**config.mk**
```make
export PLATFORM = sky130hd
export DESIGN_NAME = nlfsr_search_engine
export DESIGN_NICKNAME = d
export VERILOG_FILES = /design/src/rtl/nlfsr_search_pkg.sv /design/src/rtl/nlfsr_prng.sv /design/src/rtl/nlfsr_search_engine.sv
export SDC_FILE = /design/constraint.sdc
export NUM_CORES = 1
export LEC_CHECK = 0
export CORE_UTILIZATION = 50
export CTS_BUF_LIST = sky130_fd_sc_hd__clkbuf_4
export DETAILED_ROUTE_END_ITERATION = 8
export GPL_TIMING_DRIVEN = 1
export PLACE_DENSITY = 0.81
export SLEW_MARGIN = 20
export SYNTH_ARGS = -nofsm -noshare
export SYNTH_HDL_FRONTEND = slang
export SYNTH_SLANG_ARGS = --single-unit
```
**constraint.sdc**
```tcl
create_clock -name clk -period 7.57 [get_ports clk]
set_input_delay 1.514 -clock clk [delete_from_list [all_inputs] [get_ports clk]]
set_output_delay 1.514 -clock clk [all_outputs]
set_load 0.02 [all_outputs]
```
**src/rtl/nlfsr_search_pkg.sv**
```systemverilog
// -----------------------------------------------------------------------------
// nlfsr_search_pkg
// Shared types and helpers for the NLFSR search engine:
//   - state_e        : engine FSM states
//   - TAP_W          : width of one tap index
//   - MAX_SIZE/MAX_TAPS : widest NLFSR / largest tap set the helper handles
//   - PRNG_POLY      : Galois feedback polynomial of the tap-drawing PRNG
//   - nlfsr_next()   : one NLFSR step for an arbitrary width and tap count
// -----------------------------------------------------------------------------
package nlfsr_search_pkg;

  localparam int TAP_W      = 8;
  localparam int MAX_SIZE   = 256;  // an 8-bit tap index addresses every bit
  localparam int MAX_TAPS   = 64;
  localparam int TAPS_BUS_W = MAX_TAPS * TAP_W;

  localparam logic [31:0] PRNG_POLY = 32'h80200003;

  typedef enum logic [1:0] {
    ST_IDLE   = 2'd0,
    ST_DRAW   = 2'd1,
    ST_RUN    = 2'd2,
    ST_REPORT = 2'd3
  } state_e;

  // fb = s[0] ^ XOR_k (s[t2k] & s[t2k+1]); next = {fb, s[size-1:1]}.
  // The state is zero-padded above 'size', so a tap index >= size reads 0
  // and the right shift pulls a 0 into bit size-1 before fb overwrites it.
  function automatic logic [MAX_SIZE-1:0] nlfsr_next(
    input logic [MAX_SIZE-1:0]   s,
    input logic [TAPS_BUS_W-1:0] taps,
    input int                    size,
    input int                    num_taps
  );
    logic                  fb;
    logic [TAP_W-1:0]      ta;
    logic [TAP_W-1:0]      tb;
    logic [TAP_W-1:0]      msb;
    logic [MAX_SIZE-1:0]   nxt;
    fb  = s[0];
    for (int k = 0; k < MAX_TAPS / 2; k++) begin
      if (2 * k < num_taps) begin
        ta = taps[(2 * k) * TAP_W +: TAP_W];
        tb = taps[(2 * k + 1) * TAP_W +: TAP_W];
        fb = fb ^ (s[ta] & s[tb]);
      end
    end
    msb      = TAP_W'(size - 1);
    nxt      = s >> 1;
    nxt[msb] = fb;
    return nxt;
  endfunction

endpackage

```
**src/rtl/nlfsr_prng.sv**
```systemverilog
// -----------------------------------------------------------------------------
// nlfsr_prng
// 32-bit right-shifting Galois LFSR used to draw random tap indices.
// Ports:
//   clk  : clock, rising edge
//   res  : asynchronous active-low reset, reloads SEED
//   en   : advance one step this cycle
//   rnd  : low byte of the current LFSR state (candidate tap index)
// -----------------------------------------------------------------------------
module nlfsr_prng
  import nlfsr_search_pkg::*;
#(
  parameter logic [31:0] SEED = 32'd13413515
) (
  input  logic             clk,
  input  logic             res,
  input  logic             en,
  output logic [TAP_W-1:0] rnd
);

  logic [31:0] lfsr;

  // PRNG_POLY has bit 31 set, so the step is invertible and a non-zero
  // seed never collapses to the all-zero lock-up state.
  always_ff @(posedge clk or negedge res) begin
    if (!res) begin
      lfsr <= SEED;
    end else if (en) begin
      lfsr <= (lfsr >> 1) ^ (lfsr[0] ? PRNG_POLY : 32'h0);
    end
  end

  assign rnd = lfsr[TAP_W-1:0];

endmodule

```
**src/rtl/nlfsr_search_engine.sv**
```systemverilog
// -----------------------------------------------------------------------------
// nlfsr_search_engine
// Searches for maximal-period (2^SIZE-1) NLFSR tap sets. Tap sets are drawn
// from an internal PRNG (mode 0, repeated until a hit or the trial limit) or
// supplied by the host (mode 1, tested once). Each set is measured by
// clocking the NLFSR from state 1 until it returns or 2^SIZE-1 steps elapse.
// Ports:
//   clk, res          : clock (rising edge), asynchronous active-low reset
//   start, mode       : start pulse (IDLE only), search mode sampled with it
//   cfg_taps          : host tap set, tap k in bits [8k+7:8k]
//   abort             : synchronous return to IDLE, clears the result
//   busy              : engine not IDLE
//   exhausted         : sticky, trial limit reached; cleared by start
//   trial_count       : failed trials since start, saturating
//   res_valid/ready   : result handshake
//   res_found         : measured period is maximal
//   res_period        : measured period, 0 = no return to state 1
//   res_taps          : tap set of the result
// Limits: SIZE 4..255, NUM_OF_TAPS even, 2..MAX_TAPS.
// -----------------------------------------------------------------------------
module nlfsr_search_engine
  import nlfsr_search_pkg::*;
#(
  parameter int          SIZE        = 32,
  parameter int          NUM_OF_TAPS = 16,
  parameter logic [31:0] SEED        = 32'd13413515,
  parameter int          TRIAL_W     = 32,
  parameter int          MAX_TRIALS  = 0
) (
  input  logic                         clk,
  input  logic                         res,
  input  logic                         start,
  input  logic                         mode,
  input  logic [NUM_OF_TAPS*TAP_W-1:0] cfg_taps,
  input  logic                         abort,
  output logic                         busy,
  output logic                         exhausted,
  output logic [TRIAL_W-1:0]           trial_count,
  output logic                         res_valid,
  input  logic                         res_ready,
  output logic                         res_found,
  output logic [SIZE-1:0]              res_period,
  output logic [NUM_OF_TAPS*TAP_W-1:0] res_taps
);

  localparam int                 TAPS_W      = NUM_OF_TAPS * TAP_W;
  localparam int                 IDX_W       = $clog2(NUM_OF_TAPS);
  localparam logic [IDX_W-1:0]   LAST_IDX    = IDX_W'(NUM_OF_TAPS - 1);
  localparam logic [SIZE-1:0]    FULL_PERIOD = '1;
  localparam logic [SIZE-1:0]    ONE         = SIZE'(1);
  localparam logic [TAP_W-1:0]   TAP_MAX     = TAP_W'(SIZE - 1);
  localparam logic [TRIAL_W-1:0] TRIAL_LIMIT = TRIAL_W'(MAX_TRIALS);
  localparam logic [TRIAL_W-1:0] TRIAL_SAT   = '1;

  state_e              state;
  state_e              state_nxt;
  logic                mode_q;
  logic [TAPS_W-1:0]   taps;
  logic [IDX_W-1:0]    tap_idx;
  logic [SIZE-1:0]     s;
  logic [SIZE-1:0]     c;
  logic [SIZE-1:0]     s_next;
  logic [SIZE-1:0]     c_next;
  logic [TAP_W-1:0]    rnd;
  logic                prng_en;
  logic                accept;
  logic                returned;
  logic                full;
  logic                run_done;
  logic                found;
  logic                limit_hit;
  logic [TRIAL_W-1:0]  trial_inc;

  // The PRNG only moves while drawing; abort freezes it without reseeding.
  assign prng_en = (state == ST_DRAW) && !abort;

  nlfsr_prng #(
    .SEED (SEED)
  ) u_prng (
    .clk (clk),
    .res (res),
    .en  (prng_en),
    .rnd (rnd)
  );

  assign accept = (rnd != '0) && (rnd <= TAP_MAX);

  assign s_next   = SIZE'(nlfsr_next(MAX_SIZE'(s), TAPS_BUS_W'(taps), SIZE, NUM_OF_TAPS));
  assign c_next   = c + ONE;
  assign returned = (s_next == ONE);
  assign full     = (c_next == FULL_PERIOD);
  assign run_done = returned || full;
  assign found    = returned && full;

  assign trial_inc = (trial_count == TRIAL_SAT) ? trial_count : trial_count + TRIAL_W'(1);
  assign limit_hit = (MAX_TRIALS != 0) && (trial_inc == TRIAL_LIMIT);

  assign busy      = (state != ST_IDLE);
  assign res_valid = (state == ST_REPORT);

  always_comb begin
    state_nxt = state;
    case (state)
      ST_IDLE:   if (start) state_nxt = mode ? ST_RUN : ST_DRAW;
      ST_DRAW:   if (accept && (tap_idx == LAST_IDX)) state_nxt = ST_RUN;
      ST_RUN: begin
        if (run_done) begin
          if (found || mode_q) state_nxt = ST_REPORT;
          else if (limit_hit)  state_nxt = ST_IDLE;
          else                 state_nxt = ST_DRAW;
        end
      end
      ST_REPORT: if (res_ready) state_nxt = mode_q ? ST_IDLE : ST_DRAW;
      default:   state_nxt = ST_IDLE;
    endcase
    if (abort) state_nxt = ST_IDLE;
  end

  // Control and visible outputs.
  always_ff @(posedge clk or negedge res) begin
    if (!res) begin
      state       <= ST_IDLE;
      mode_q      <= 1'b0;
      exhausted   <= 1'b0;
      trial_count <= '0;
      res_found   <= 1'b0;
      res_period  <= '0;
      res_taps    <= '0;
    end else begin
      state <= state_nxt;
      if (abort) begin
        // An abort of live work discards it completely; an abort while IDLE
        // leaves a finished search (exhausted, trial_count) visible.
        if (state != ST_IDLE) begin
          trial_count <= '0;
          res_found   <= 1'b0;
          res_period  <= '0;
          res_taps    <= '0;
        end
      end else begin
        case (state)
          ST_IDLE: begin
            if (start) begin
              trial_count <= '0;
              exhausted   <= 1'b0;
              mode_q      <= mode;
            end
          end
          ST_RUN: begin
            if (run_done) begin
              if (found || mode_q) begin
                res_found  <= found;
                res_period <= returned ? c_next : '0;
                res_taps   <= taps;
              end else begin
                trial_count <= trial_inc;
                if (limit_hit) exhausted <= 1'b1;
              end
            end
          end
          default: ;
        endcase
      end
    end
  end

  // Datapath: tap set under test, NLFSR state and step counter. These are
  // always initialised on entry to DRAW/RUN, so they carry no reset.
  always_ff @(posedge clk) begin
    if ((state == ST_IDLE) && start && mode) begin
      taps <= cfg_taps;
    end else if ((state == ST_DRAW) && accept) begin
      taps[tap_idx*TAP_W +: TAP_W] <= rnd;
    end

    if ((state_nxt == ST_DRAW) && (state != ST_DRAW)) begin
      tap_idx <= '0;
    end else if ((state == ST_DRAW) && accept) begin
      tap_idx <= tap_idx + IDX_W'(1);
    end

    if ((state_nxt == ST_RUN) && (state != ST_RUN)) begin
      s <= ONE;
      c <= '0;
    end else if (state == ST_RUN) begin
      s <= s_next;
      c <= c_next;
    end
  end

endmodule

```
==> impl_metrics.csv <==
group,metric,value,unit
finish,stdcell_count,3250,
finish,areaGrowthSynthToFinish,20.48,%
grt,grt_max_degree,121,
worst_setup_path,end_kind,"register",
cts,h-tree-depth,3,
synthesis,synth-main-ff-cell,"dfrtp_1",
drt,dr.max_layer_used,"met5",
floorplanning,die_x,225.1,um
pwr,power_density,237.5,mW/mm^2
finish,postLayoutCoreUtil,61.14,%
sta,setup_violations,0,
placement,dp_hpwl,55940,um
finish,fillCellCount,3925,
sta,tightest_slew,1.128,ns
worst_setup_path,path_buf_inv,2,
sta,final_max_slew_viol_count,0,
cts,cts_root_buf,"clkbuf_4",
drt,wl_met2,37260,um
placement,gp_congestion,0.9466,
synthesis,yosysTopAreaCell,"dfrtp_1",
sta,final.setup.tns,0,ns
drt,drc,0,
placement,numPlacedInstances,3037,
worst_hold_path,hold_start,"s[31]$_SDFFE_PP0P_",
sta,rsz0062_at_grt,"false",
floorplanning,fp.dieArea,0.05068,sq mm
drt,vias,21686,
synthesis,synth_area_leaders,"dfrtp_1 22%, edfxtp_1 15%, mux4_2 13%, dfxtp_1 5.5%, a221o_1 5.2%",
pwr,p_leak,11.25,nW
worst_setup_path,max_stage_delay,0.90,ns
drt,first_iter_violations,2864,
grt,track_usage,32.39,%
cts,cts_sinks,424,
worst_setup_path,timing.rr.end,"res_taps[38]$_DFFE_PN0P_",
cts,cts_buffers,110,
sta,period_needed,5.584,ns
synthesis,ys_warn_count,0,
sta,hold_violations,0,
worst_hold_path,min_path_type,"reg -> reg",
worst_setup_path,cp_slowest_cell,"dfxtp_1",
grt,grt-ovfl-total,0,
floorplanning,rows,81,
drt,dr_wl_met3,10030,um
cts,ctsResizeCount,0,
finish,fin_nets,2626,
grt,first_global_vias,20907,
synthesis,synth_enable_flop_cells,128,
synthesis,avgSynthCellArea,11.02,sq um
placement,numPortBuffers,328,
job,drv_cap,0,
status,status,"finished, final reports clean",
floorplanning,initial_core_util,50.74,%
worst_setup_path,cp_max_fo,68,
synthesis,async_reset_ff_share,53.77,%
finish,multi_input_area,0.01286,sq mm
pwr,power.total,7.121,mW
cts,holdBufCountCts,0,
drt,wl_met1,31310,um
pwr,ir_drop,120.6,uV
cts,clk_path_buf_depth,3,
sta,slew_headroom,24.19,%
worst_setup_path,rrSetupSlack,1.99,ns
sta,fmax,179.1,MHz
synthesis,synth_top_cell_area_share,21.72,%
synthesis,ys_types,71,
worst_hold_path,holdPathEnd,"s[31]$_SDFFE_PP0P_",
drt,wirelength,82660,um
worst_setup_path,start_kind,"register",
cts,clk-insertion-delay-late,0.92,ns
worst_setup_path,worstPathCellList,"mux4_2, mux2i_1, mux2i_1, a21oi_1, nor4_1, xnor3_1, xnor2_1, a211o_1, nand3_4, buf_4, buf_4, nor3b_1, a221o_1",
floorplanning,core_region_area,0.04905,sq mm
drt,drt_pass1_iterations,5,
sta,clock_skew,0.09306,ns
worst_setup_path,r2r_cells,13,
drt,ant_nets,0,
worst_setup_path,worstReg2RegStart,"s[18]$_SDFFE_PP0P_",
drt,routedWlPerCell,25.43,um
synthesis,ys_ff_latch,424,
finish,final-seq-area,0.01093,sq mm
worst_setup_path,crit_family,"buffers and inverters",
synthesis,synthTopCellsByCount,"216 x clkbuf_1, 216 x dfrtp_1, 176 x nand2_1",
sta,finalCritPeriodShare,73.76,%
cts,clk_pin_slew_worst_paths,0.07,ns
worst_setup_path,worstPathArrival,6.35,ns
synthesis,synth.yosys.seq_area_share,43.89,%
worst_hold_path,min_path_cells,2,
sta,whs,0.4700,ns
cts,cts_tree,"built",
cts,cts_setup_buffers,0,
synthesis,syn-instance-count,2259,
floorplanning,dieHeight,225.1,um
worst_setup_path,worstSetupPathType,"reg -> reg",
drt,avgViaCountPerCell,6.673,
finish,drive_gt1_share,17.93,%
grt,grt_pass1_wl,124600,um
synthesis,syn_area,0.02489,sq mm
grt,antenna_found_initial,8,
worst_setup_path,worstPathRequired,8.33,ns
synthesis,synthesis.nets,2400,
floorplanning,ios,330,
[cell type report]
class	count	share of cell area, %
multi-input cells	1549	42.89
clock buffers	186	4.656
diodes	4	0.03338
flip-flops and latches	424	36.43
repair buffers	376	12.33
clock inverters	23	0.5841
inverters	24	0.3004
well taps	664	2.770
[how the worst max path moves through the flow]
stage	from	end	slack [ns]	cells past startpoint
2_1_floorplan	taps[74]$_DFFE_PP_	res_taps[0]$_DFFE_PN0P_	3.62	15
3_3_place_gp	abort	res_taps[32]$_DFFE_PN0P_	2.39	9
4_1_cts	taps[72]$_DFFE_PP_	res_taps[77]$_DFFE_PN0P_	2.17	13
3_5_place_dp	abort	res_taps[52]$_DFFE_PN0P_	2.20	9
6_report	s[18]$_SDFFE_PP0P_	res_taps[38]$_DFFE_PN0P_	1.99	13
5_1_grt	c[8]$_SDFFE_PP0P_	res_taps[77]$_DFFE_PN0P_	1.96	13
[cell families after synthesis]
| family | after synthesis | synth area share, % |
|---|---|---|
| buffers and inverters | 286 | 4.760 |
| AND/OR/NAND/NOR | 772 | 17.20 |
| flip-flops | 424 | 43.89 |
| other | 1 | 0.01507 |
| XOR/XNOR | 72 | 2.679 |
| multiplexers | 209 | 15.82 |
| adder cells (fa/ha/maj) | 8 | 0.3971 |
| AO/OA/AOI/OAI | 487 | 15.24 |
[worst reg2reg max path, stage by stage (launching register included)]
cell     delay, ns
dfxtp_1       0.90
mux4_2        0.40
mux2i_1       0.10
mux2i_1       0.25
a21oi_1       0.12
nor4_1        0.86
xnor3_1       0.39
xnor2_1       0.17
a211o_1       0.32
nand3_4       0.10
buf_4         0.60
buf_4         0.71
nor3b_1       0.22
a221o_1       0.30
[layout by cell type, fill, tap and decap left out, types with 18 or more instances in the layout]
cell type / n
a31oi_1: 18
nand3_1: 48
a221o_1: 129
mux4_2: 144
nor2b_1: 133
clkbuf_4: 186
dfrtp_1: 216
dfxtp_1: 68
o21ai_0: 55
nor4_1: 31
nor3b_1: 133
edfxtp_1: 128
mux2i_1: 30
nor3_1: 35
xor2_1: 28
nor2_1: 85
buf_4: 45
nand4_1: 31
xnor2_1: 41
mux2_2: 35
a22o_1: 126
nand2_1: 176
and3_1: 29
clkdlybuf4s50_1: 326
a21oi_1: 81
inv_1: 24
[where the power goes]
part / leakage [nW] / total (mW) / switching, mW / internal (mW)
clock network: 0.945 / 2.20 / 0.996 / 1.20
logic: 5.42 / 1.84 / 0.938 / 0.900
registers: 4.89 / 3.08 / 0.406 / 2.68
total: 11.2 / 7.12 / 2.34 / 4.78
[registers in the layout, summed over array words and instances (netlist names), 2 cells and up]
signal,count
c,32
trial_count,32
taps,128
s,32
res_taps,128
tap_idx,4
u_prng.lfsr,32
state,2
res_period,32
[stage by stage]
stage / cell area (sq um) / setup WS (ns)
after global placement: 28360 / 2.390
after CTS: 29970 / 2.167
after detailed placement: 28390 / 2.203
after floorplan: 24890 / 3.619
final: 29990 / 1.986
after global routing: 29990 / 1.964
[per-layer routing]
layer	global-route usage, %	up-vias
met5	0	-
met4	16.63	4
met3	9.087	293
met2	48.66	1513
met1	42.86	10715
li1	-	9161
No activity file was read; power rests on OpenSTA's default activity.
